File: src/rtl/sequence_controller.sv
// Eight-phase fetch/execute sequencer for the 8-bit RISC CPU.
// Decodes phase, opcode and zero flag into datapath control strobes.
module sequence_controller (
    input  logic       clk,
    input  logic       rst,
    input  logic [2:0] opcode,
    input  logic       zero,
    output logic       sel,
    output logic       rd,
    output logic       ld_ir,
    output logic       halt,
    output logic       inc_pc,
    output logic       ld_ac,
    output logic       ld_pc,
    output logic       wr,
    output logic       data_e,
    output logic [2:0] phase
);

    localparam logic [2:0] OP_HLT = 3'd0;
    localparam logic [2:0] OP_SKZ = 3'd1;
    localparam logic [2:0] OP_ADD = 3'd2;
    localparam logic [2:0] OP_AND = 3'd3;
    localparam logic [2:0] OP_XOR = 3'd4;
    localparam logic [2:0] OP_LDA = 3'd5;
    localparam logic [2:0] OP_STO = 3'd6;
    localparam logic [2:0] OP_JMP = 3'd7;

    logic [2:0] r_phase;
    logic       r_halted;
    logic [2:0] w_phase_nxt;
    logic       w_halted_nxt;
    logic       w_aluop;

    assign w_aluop = (opcode == OP_ADD) || (opcode == OP_AND) ||
                     (opcode == OP_XOR) || (opcode == OP_LDA);
    assign phase   = r_phase;

    always_ff @(posedge clk or posedge rst) begin
        if (rst) begin
            r_phase  <= 3'd0;
            r_halted <= 1'b0;
        end else begin
            r_phase  <= w_phase_nxt;
            r_halted <= w_halted_nxt;
        end
    end

    // HLT is taken at the end of phase 4, so the counter parks at 5
    always_comb begin
        w_phase_nxt  = r_phase + 3'd1;
        w_halted_nxt = r_halted;
        if (r_halted) begin
            w_phase_nxt = r_phase;
        end else if (r_phase == 3'd4 && opcode == OP_HLT) begin
            w_halted_nxt = 1'b1;
            w_phase_nxt  = 3'd5;
        end
    end

    always_comb begin
        sel    = 1'b0;
        rd     = 1'b0;
        ld_ir  = 1'b0;
        halt   = 1'b0;
        inc_pc = 1'b0;
        ld_ac  = 1'b0;
        ld_pc  = 1'b0;
        wr     = 1'b0;
        data_e = 1'b0;
        if (r_halted) begin
            halt = 1'b1;
        end else begin
            unique case (r_phase)
                3'd0: sel = 1'b1;
                3'd1: begin
                    sel = 1'b1;
                    rd  = 1'b1;
                end
                3'd2, 3'd3: begin
                    sel   = 1'b1;
                    rd    = 1'b1;
                    ld_ir = 1'b1;
                end
                3'd4: begin
                    inc_pc = 1'b1;
                    halt   = (opcode == OP_HLT);
                end
                3'd5: rd = w_aluop;
                3'd6: begin
                    rd     = w_aluop;
                    inc_pc = (opcode == OP_SKZ) && zero;
                    ld_pc  = (opcode == OP_JMP);
                    data_e = (opcode == OP_STO);
                end
                3'd7: begin
                    rd     = w_aluop;
                    ld_ac  = w_aluop;
                    ld_pc  = (opcode == OP_JMP);
                    wr     = (opcode == OP_STO);
                    data_e = (opcode == OP_STO);
                end
                default: ;
            endcase
        end
    end

endmodule

File: config.mk
export PLATFORM = sky130hd
export DESIGN_NAME = sequence_controller
export DESIGN_NICKNAME = d
export VERILOG_FILES = /design/src/rtl/sequence_controller.sv
export SDC_FILE = /design/constraint.sdc
export NUM_CORES = 1
export LEC_CHECK = 0
export BUFFER_PORTS_ARGS = -buffer_cell sky130_fd_sc_hd__clkbuf_2
export CAP_MARGIN = 25
export CELL_PAD_IN_SITES_DETAIL_PLACEMENT = 0
export CELL_PAD_IN_SITES_GLOBAL_PLACEMENT = 2
export CORE_UTILIZATION = 26
export DETAILED_ROUTE_END_ITERATION = 7
export PLACE_DENSITY = 0.87
export REMOVE_ABC_BUFFERS = 1
export SKIP_LAST_GASP = 1
export SYNTH_ARGS = -nofsm -noshare
export SYNTH_HDL_FRONTEND = slang
export SYNTH_SLANG_ARGS = --single-unit
export TNS_END_PERCENT = 20
File: constraint.sdc
create_clock -name clk -period 3.1 [get_ports clk]
set_input_delay 0.62 -clock clk [delete_from_list [all_inputs] [get_ports clk]]
set_output_delay 0.62 -clock clk [all_outputs]
set_load 0.01 [all_outputs]
==> flow_summary.ini, run 1 <==
[timing]
max_freq_mhz = 425
rsz0062_at_grt = false
final_max_slew_viol_count = 0
finalHoldViolCount = 0
setup_violations = 0
relSlewSlack_pct = 71.4
setup-tns-final_ps = 0
tightest_slew_ps = 429
fin_crit_sh_pct = 75.9
finClkSkew_ps = 0.344
period_needed_ps = 2350

[run]
drv_cap = 0

[cts]
cts-root-buf = clkbuf_4
cts_sinks = 4
cts_resized = 0
holdBufCountCts = 0
h-tree-depth = 1
path_clk_slew_ps = 30
post_cts_buffers = 0
clk_latency_ps = 230
numCtsBuffers = 3
cts_tree = built
cts_max_path_buffers = 2

[placed_design]
post-place-cells = 76
hpwl_um = 707
numPortBuffers = 17
placed_area_sq_um = 497
gp_congestion = 0.696

[outcome]
status = finished clean

[final_layout]
layout.cells.non_filler = 79
n_antenna_cell = 0
multi_input_area_sq_um = 278
seqCellArea_sq_um = 100
finalNetCount = 78
synthToLayoutAreaGrowth_pct = 29.7
final_cell_area_sq_um = 519
fillerInstances = 162
drive_gt1_share_pct = 37.5

[routing]
vias_per_cell = 5.00
drt_iter0_drc = 3
wire_per_inst_um = 10.8
drtPass1Iterations = 3
routed_wl_um = 857
vias = 395
ant_nets = 0
drc = 0

[floorplan]
die-area_sq_mm = 0.00170
die_h_um = 41.2
fp-row-count = 13
initial_core_util_pct = 29.3
io_pins = 18
core_sq_mm = 0.00137
die_x_um = 41.2

[synthesis]
postSynthCellCount = 45
ys_ff_latch = 4
synth_area_sq_um = 400
synth_ff_type = dfrtp_1
netlist_top_cells_area = dfrtp_1 (25%), ha_1 (19%), a21oi_1 (6.3%)
ys.warnings.count = 0
yosys.area.top_type = dfrtp_1
synth_top_area_share_pct = 25.0
async_reset_ff_share_pct = 100
synth_edf_count = 0
synth_common_cells = ha_1 (6), a21oi_1 (5), dfrtp_1 (4), nand2_1 (4), nor2_1 (4)
ys_seq_area_share_pct = 25.0
syn_avg_cell_area_sq_um = 8.90
yosys.cell_count.top_type = ha_1
synth.distinct_cells = 24

[power]
combPwrFrac_pct = 60.4
swShare_pct = 47.0
p_leak_nw = 0.269
power.share.clock_pct = 12.2
ir_drop_mv = 0.400
p_seq_share_pct = 27.4
finalPower_mw = 0.517
switchingPower_mw = 0.243
powerDensity_mw_per_mm2 = 996
p_int_mw = 0.274

[global_routing]
grt_max_degree = 13
gr-total-overflow = 0
antenna_found_initial = 0
grt_pass1_vias = 334
grt_pass1_wl_um = 1400
grt_use_total_pct = 13.4

[setup_path]
path_max_fanout = 7
worst-path-stages = 6
setup.worst_path.start_class = register
crit_path_max_incr_delay_ps = 460
critPathBufInv = 2
cp_slowest_cell = dfrtp_1
cp.arrival_ps = 1730
cp_cell_sequence = inv_1, ha_1, or3_1, a21oi_1, nor2_1, clkbuf_2
rr_worst_depth = 4
cp_top_family = flip-flops
worstSetupEndpointType = primary output
cp.required_ps = 2480
critPathKind = register to primary output

[hold_path]
hold_path.class = primary input to async pin
==> stage by stage <==
step / setup slack (ps) / hold WS, ps / util, %
2_1_floorplan: 1140 / 386 / -
3_3_place_gp: 1040 / 485 / 36.4
3_5_place_dp: 986 / 490 / 36.4
4_1_cts: 728 / 242 / 38.0
5_1_grt: 593 / 232 / 38.0
6_report: 746 / 241 / 38.0
==> final timing paths <==
path | from | to | slack [ps]
worst max-delay path | phase[0]$_DFFE_PP0N_ | sel | 750
worst min-delay path | rst | phase[0]$_DFFE_PP0N_ | 240
worst max register to register | phase[0]$_DFFE_PP0N_ | phase[2]$_DFFE_PP0N_ | 1740
worst min register to register | phase[2]$_DFFE_PP0N_ | r_halted$_DFF_PP0_ | 630
max in group asynchronous | rst | phase[2]$_DFFE_PP0N_ | 2710
min in group clk | phase[2]$_DFFE_PP0N_ | r_halted$_DFF_PP0_ | 630
==> worst reg2reg max path: stages (launching register included) <==
cell	delay, ps
dfrtp_1	450
ha_1	250
ha_1	270
mux2_2	260
nand2_1	70
==> power by group through the flow <==
stage               clock (mW)  sequential [mW]  combinational [mW]
floorplan                    0            0.139               0.213
global placement             0            0.139               0.318
detailed placement           0            0.142               0.317
CTS                     0.0657            0.142               0.319
global route            0.0733            0.153               0.356
finish                  0.0634            0.142               0.313
==> flip-flops by register name, summed over array words and instances (netlist names) <==
register and cells:
r_halted 1, phase 3
==> cell usage in the layout (no fill, tap or decap), drive strengths merged <==
cell type | Yosys | layout
a21o | 1 | 1
or2 | 1 | 1
mux2 | 1 | 1
xnor2 | 1 | 1
nand2b | 1 | 1
a41oi | 1 | 1
dfrtp | 4 | 4
o21ai | 1 | 1
xor2 | 1 | 1
mux2i | 1 | 1
nor3 | 1 | 1
a21oi | 5 | 5
nand2 | 4 | 4
nor4b | 2 | 2
or3 | 1 | 1
nor2b | 1 | 1
nor4 | 2 | 2
ha | 6 | 6
inv | 4 | 4
o22ai | 1 | 1
nor2 | 4 | 4
clkbuf | 0 | 20
==> area by class of cell <==
type / count / share of cell area (%)
Sequential cell: 4 / 19.3
Inverter: 4 / 2.89
Timing Repair Buffer: 17 / 16.4
Multi-Input combinational cell: 36 / 53.5
Tap cell: 15 / 3.61
Clock buffer: 3 / 4.34
==> metal layers <==
layer	global-route usage, %	part of all wire (%)
met5	0	0
met3	3.80	4.3
met1	15.0	45
met2	20.3	48
met4	12.1	2.2
==> cell families (layout without fill, tap and decap cells) <==
family / count (synthesis) / after routing / share of synthesized area (%)
multiplexers: 2 / 2 / 5.31
adder cells (fa/ha/maj): 6 / 6 / 18.7
XOR/XNOR: 2 / 2 / 4.38
buffers and inverters: 5 / 24 / 5.62
flip-flops: 4 / 4 / 25.0
AND/OR/NAND/NOR: 17 / 17 / 27.8
AO/OA/AOI/OAI: 9 / 9 / 13.1
(Power assumes the default switching activity.)
==> run 2, diff against run 1 <==
--- a/config.mk
+++ b/config.mk
@@ -9,9 +9,9 @@
 export CAP_MARGIN = 25
 export CELL_PAD_IN_SITES_DETAIL_PLACEMENT = 0
 export CELL_PAD_IN_SITES_GLOBAL_PLACEMENT = 2
-export CORE_UTILIZATION = 26
+export CORE_UTILIZATION = 24
 export DETAILED_ROUTE_END_ITERATION = 7
-export PLACE_DENSITY = 0.87
+export PLACE_DENSITY = 0.82
 export REMOVE_ABC_BUFFERS = 1
 export SKIP_LAST_GASP = 1
 export SYNTH_ARGS = -nofsm -noshare
==> constraint.sdc (replaced) <==
create_clock -name clk -period 2.2 [get_ports clk]
set_input_delay 0.44 -clock clk [delete_from_list [all_inputs] [get_ports clk]]
set_output_delay 0.44 -clock clk [all_outputs]
set_load 0.01 [all_outputs]
==> run 2 against run 1 <==
Net effect:
- sequential cell count unchanged
- largest power group unchanged
- non-clock buffer count unchanged
- wire length down 4.8%
- global-route usage shrank 3.8 points
==> flow_summary.ini, run 2 (same netlist as run 1, synthesis figures left out) <==
[timing]
hold_slack_ps = 66.0
final_max_slew_viol_count = 0
setup_violations = 0
relSlewSlack_pct = 73.1
period_needed_ps = 2110
tightest_slew_ps = 404
finClkSkew_ps = 0.129
setup-tns-final_ps = 0
max_freq_mhz = 474
rsz0062_at_grt = false
finalHoldViolCount = 0
fin_crit_sh_pct = 95.9

[final_layout]
seqCellArea_sq_um = 101
finalNetCount = 78
fin_util_pct = 34.2
final_common_cell = clkbuf_2
largest_register_ffs = 3
layout.cells.non_filler = 80
drive_gt1_share_pct = 39.1
n_antenna_cell = 0
multi_input_area_sq_um = 278
fillerInstances = 169
synthToLayoutAreaGrowth_pct = 30.3
final_cell_mix = clkbuf_2 (17), ha_1 (6), a21oi_1 (5)

[cts]
h-tree-depth = 1
numCtsBuffers = 3
cts_tree = built
holdBufCountCts = 0
cts_resized = 1
clk_latency_ps = 230
cts-root-buf = clkbuf_4
cts_max_path_buffers = 2
cts_sinks = 4
path_clk_slew_ps = 30
post_cts_buffers = 0

[power]
powerDensity_mw_per_mm2 = 1400
ir_drop_mv = 0.627
p_leak_nw = 0.268

[setup_path]
cp_cell_sequence = inv_1, ha_1, or3_1, a21oi_1, nor2_1, clkbuf_2
cp_slowest_cell = dfrtp_2
critPathKind = register to primary output
cp_top_family = flip-flops
crit_path_max_incr_delay_ps = 420
critPathBufInv = 2
worstSetupEndpointType = primary output
cp.arrival_ps = 1670
path_max_fanout = 7
cp.required_ps = 1760
setup.worst_path.start_class = register

[routing]
ant_nets = 0
routed_wl_um = 816
drt_iter0_drc = 5
drc = 0
wire_per_inst_um = 10.2
vias_per_cell = 4.76
vias = 381
drtPass1Iterations = 4

[outcome]
status = finished clean

[global_routing]
grt_max_degree = 13
antenna_found_initial = 0
grt_use_total_pct = 9.63
grt_pass1_wl_um = 1410
gr-total-overflow = 0
grt_pass1_vias = 348

[placed_design]
hpwl_um = 695
gp_congestion = 0.722
post-place-cells = 77
numPortBuffers = 17

[floorplan]
fp-row-count = 14
core_sq_mm = 0.00152
die_h_um = 42.8
io_pins = 18
die_x_um = 42.8
die-area_sq_mm = 0.00184
initial_core_util_pct = 26.3

[hold_path]
hold_path.class = primary input to async pin

[run]
drv_cap = 0
-- run 2: stage by stage --
stage               area [sq um]  setup WS [ps]  total power [mW]
CTS                          522           72.9             0.746
global route                 522           1.61             0.813
floorplan                    393            417             0.496
detailed placement           498            243             0.650
global placement             498            313             0.652
finish                       522           91.3             0.728
-- run 2: layout make-up --
class                      instances  area share, %
clock buffer                       3           4.32
tap                               16           3.84
inverter                           4           2.88
timing repair buffer              17           16.3
sequential                         4           19.4
multi-input combinational         36           53.2
-- run 2: report_power, final --
part	internal [mW]	total (mW)	switching (mW)
logic	0.210	0.442	0.232
registers	0.117	0.199	0.0826
clock network	0.0608	0.0872	0.0264
-- run 2: final timing paths --
check / start / to / slack (ps) / cells after the start
setup / recovery: phase[0]$_DFFE_PP0N_ / sel / 90 / 6
hold / removal: rst / phase[2]$_DFFE_PP0N_ / 70 / 2
setup reg to reg: phase[0]$_DFFE_PP0N_ / phase[2]$_DFFE_PP0N_ / 860 / 4
hold reg to reg: phase[0]$_DFFE_PP0N_ / phase[0]$_DFFE_PP0N_ / 600 / 2
max in group asynchronous: rst / phase[0]$_DFFE_PP0N_ / 1980 / 2
min in group clk: phase[0]$_DFFE_PP0N_ / phase[0]$_DFFE_PP0N_ / 600 / 2
-- run 2: routing by layer --
layer	wire length (um)	vias to the layer above	global-route usage, %
li1	-	196	-
met1	371	174	12.9
met2	391	11	15.2
met3	54	0	0.426
met4	0	0	5.63
met5	0	-	0
==> run 3, diff against run 2 <==
--- a/config.mk
+++ b/config.mk
@@ -11,7 +11,7 @@
 export CELL_PAD_IN_SITES_GLOBAL_PLACEMENT = 2
 export CORE_UTILIZATION = 24
 export DETAILED_ROUTE_END_ITERATION = 7
-export PLACE_DENSITY = 0.82
+export PLACE_DENSITY_LB_ADDON = 0.1
 export REMOVE_ABC_BUFFERS = 1
 export SKIP_LAST_GASP = 1
 export SYNTH_ARGS = -nofsm -noshare
==> constraint.sdc (replaced) <==
create_clock -name clk -period 2.1 [get_ports clk]
set_input_delay 0.42 -clock clk [delete_from_list [all_inputs] [get_ports clk]]
set_output_delay 0.42 -clock clk [all_outputs]
set_load 0.01 [all_outputs]
==> run 3 against run 2 <==
Net effect:
- via count up 3.1%
- wire length grew 15%
- critical path depth unchanged
- non-clock buffer count increased by 4
- highest routed layer is now met4
- critical path type unchanged
- critical endpoint unchanged
==> flow_summary.ini, run 3 (same netlist as run 1, synthesis figures left out) <==
[routing]
wire_per_inst_um = 11.2
vias_per_cell = 4.68
ant_nets = 0
drt_iter0_drc = 0
vias = 393
routed_wl_um = 940
drc = 0
drtPass1Iterations = 1

[floorplan]
die_h_um = 42.8
io_pins = 18
die-area_sq_mm = 0.00184
initial_core_util_pct = 26.3
core_sq_mm = 0.00152
die_x_um = 42.8
fp-row-count = 14

[cts]
holdBufCountCts = 0
path_clk_slew_ps = 40
numCtsBuffers = 3
cts_max_path_buffers = 2
clk_latency_ps = 230
cts_tree = built
cts_sinks = 4
h-tree-depth = 1
cts-root-buf = clkbuf_4

[timing]
period_needed_ps = 2030
final_max_slew_viol_count = 0
tightest_slew_ps = 276
relSlewSlack_pct = 81.5
setup_violations = 0
finalHoldViolCount = 0
finClkSkew_ps = 0.651
max_freq_mhz = 492
hold_slack_ps = 40.1
fin_crit_sh_pct = 96.7

[global_routing]
grt_pass1_wl_um = 1700
antenna_found_initial = 0
grt_max_degree = 8
gr-total-overflow = 0
grt_use_total_pct = 12.3
grt_pass1_vias = 412

[placed_design]
gp_congestion = 0.662
post-place-cells = 78
hpwl_um = 767
numPortBuffers = 17

[final_layout]
drive_gt1_share_pct = 48.5
final_common_cell = clkbuf_2
layout.cells.non_filler = 84
largest_register_ffs = 3
finalNetCount = 82
n_antenna_cell = 0
synthToLayoutAreaGrowth_pct = 40.0

[setup_path]
worstSetupEndpointType = primary output
path_max_fanout = 5
cp.arrival_ps = 1610
cp.required_ps = 1680
critPathKind = register to primary output
setup.worst_path.start_class = register

[hold_path]
hold_path.class = primary input to async pin

[power]
power.share.clock_pct = 11.1
finalPower_mw = 0.848
powerDensity_mw_per_mm2 = 1510
p_seq_share_pct = 22.2
p_leak_nw = 0.283
ir_drop_mv = 0.545
combPwrFrac_pct = 66.7
switchingPower_mw = 0.383
swShare_pct = 45.2
p_int_mw = 0.465

[run]
drv_cap = 0

[outcome]
status = finished clean
## run 3: cell types whose count changed in the layout (fill, tap and decap cells not counted)
cell	before	now
a21oi_1	5	4
a21oi_2	0	1
buf_4	0	4
ha_1	6	4
ha_2	0	2
inv_1	3	2
inv_2	1	2
## run 3: area by class of cell
type / instances / area (sq um)
Fill cell: 169 / 963
Inverter: 4 / 15.0
Tap cell: 16 / 20.0
Multi-Input combinational cell: 36 / 287
Clock buffer: 3 / 22.5
Timing Repair Buffer: 21 / 115
Sequential cell: 4 / 101
## run 3: repair_timing
action / in CTS / in global routing
buffers inserted: 2 / 1
gates resized for setup: 1 / 4
endpoints found under the setup margin: 1 / 3
## run 3: routing by layer
| metal | global-route usage (%) | vias to the layer above | routed length, um |
|---|---|---|---|
| met5 | 0 | - | 0 |
| met4 | 9.38 | 0 | 14 |
| met3 | 2.13 | 2 | 55 |
| met2 | 18.5 | 12 | 444 |
| met1 | 15.3 | 176 | 425 |
| li1 | - | 203 | - |
## run 3: path summary, 6_finish.rpt
path                                      start                   end  slack [ps]  cells past startpoint
max                        phase[1]$_DFFE_PP0N_                   sel          70                      6
min                                         rst    r_halted$_DFF_PP0_          40                      2
max reg2reg                phase[0]$_DFFE_PP0N_  phase[2]$_DFFE_PP0N_         780                      4
min reg2reg                  r_halted$_DFF_PP0_    r_halted$_DFF_PP0_         590                      1
max in group asynchronous                   rst  phase[0]$_DFFE_PP0N_        1900                      2
min in group clk                      opcode[0]  phase[0]$_DFFE_PP0N_         570                      4
## run 3: worst max-delay path: stages, from the launching register on
cell and delay (ps):
dfrtp_1 410, inv_1 90, ha_2 190, or3_1 380, a21oi_2 140, nor2_1 50
clkbuf_2 120
## run 3: through the flow
stage               setup slack (ps)  setup TNS (ps)  cell area (sq um)  util (%)
global route                   -4.85           -4.85                561      36.8
global placement                 218               0                505      33.2
finish                          69.3               0                561      36.8
floorplan                        337               0                393         -
CTS                             16.5               0                544      35.7
detailed placement               189               0                505      33.2
## run 3: power by group through the flow
stage                     clock, mW  combinational [mW]  sequential, mW
after floorplan                   0               0.315           0.205
after global routing          0.111               0.641           0.199
after global placement            0               0.524           0.191
final                        0.0943               0.566           0.188
after CTS                    0.0998               0.543           0.188
after detailed placement          0               0.508           0.191
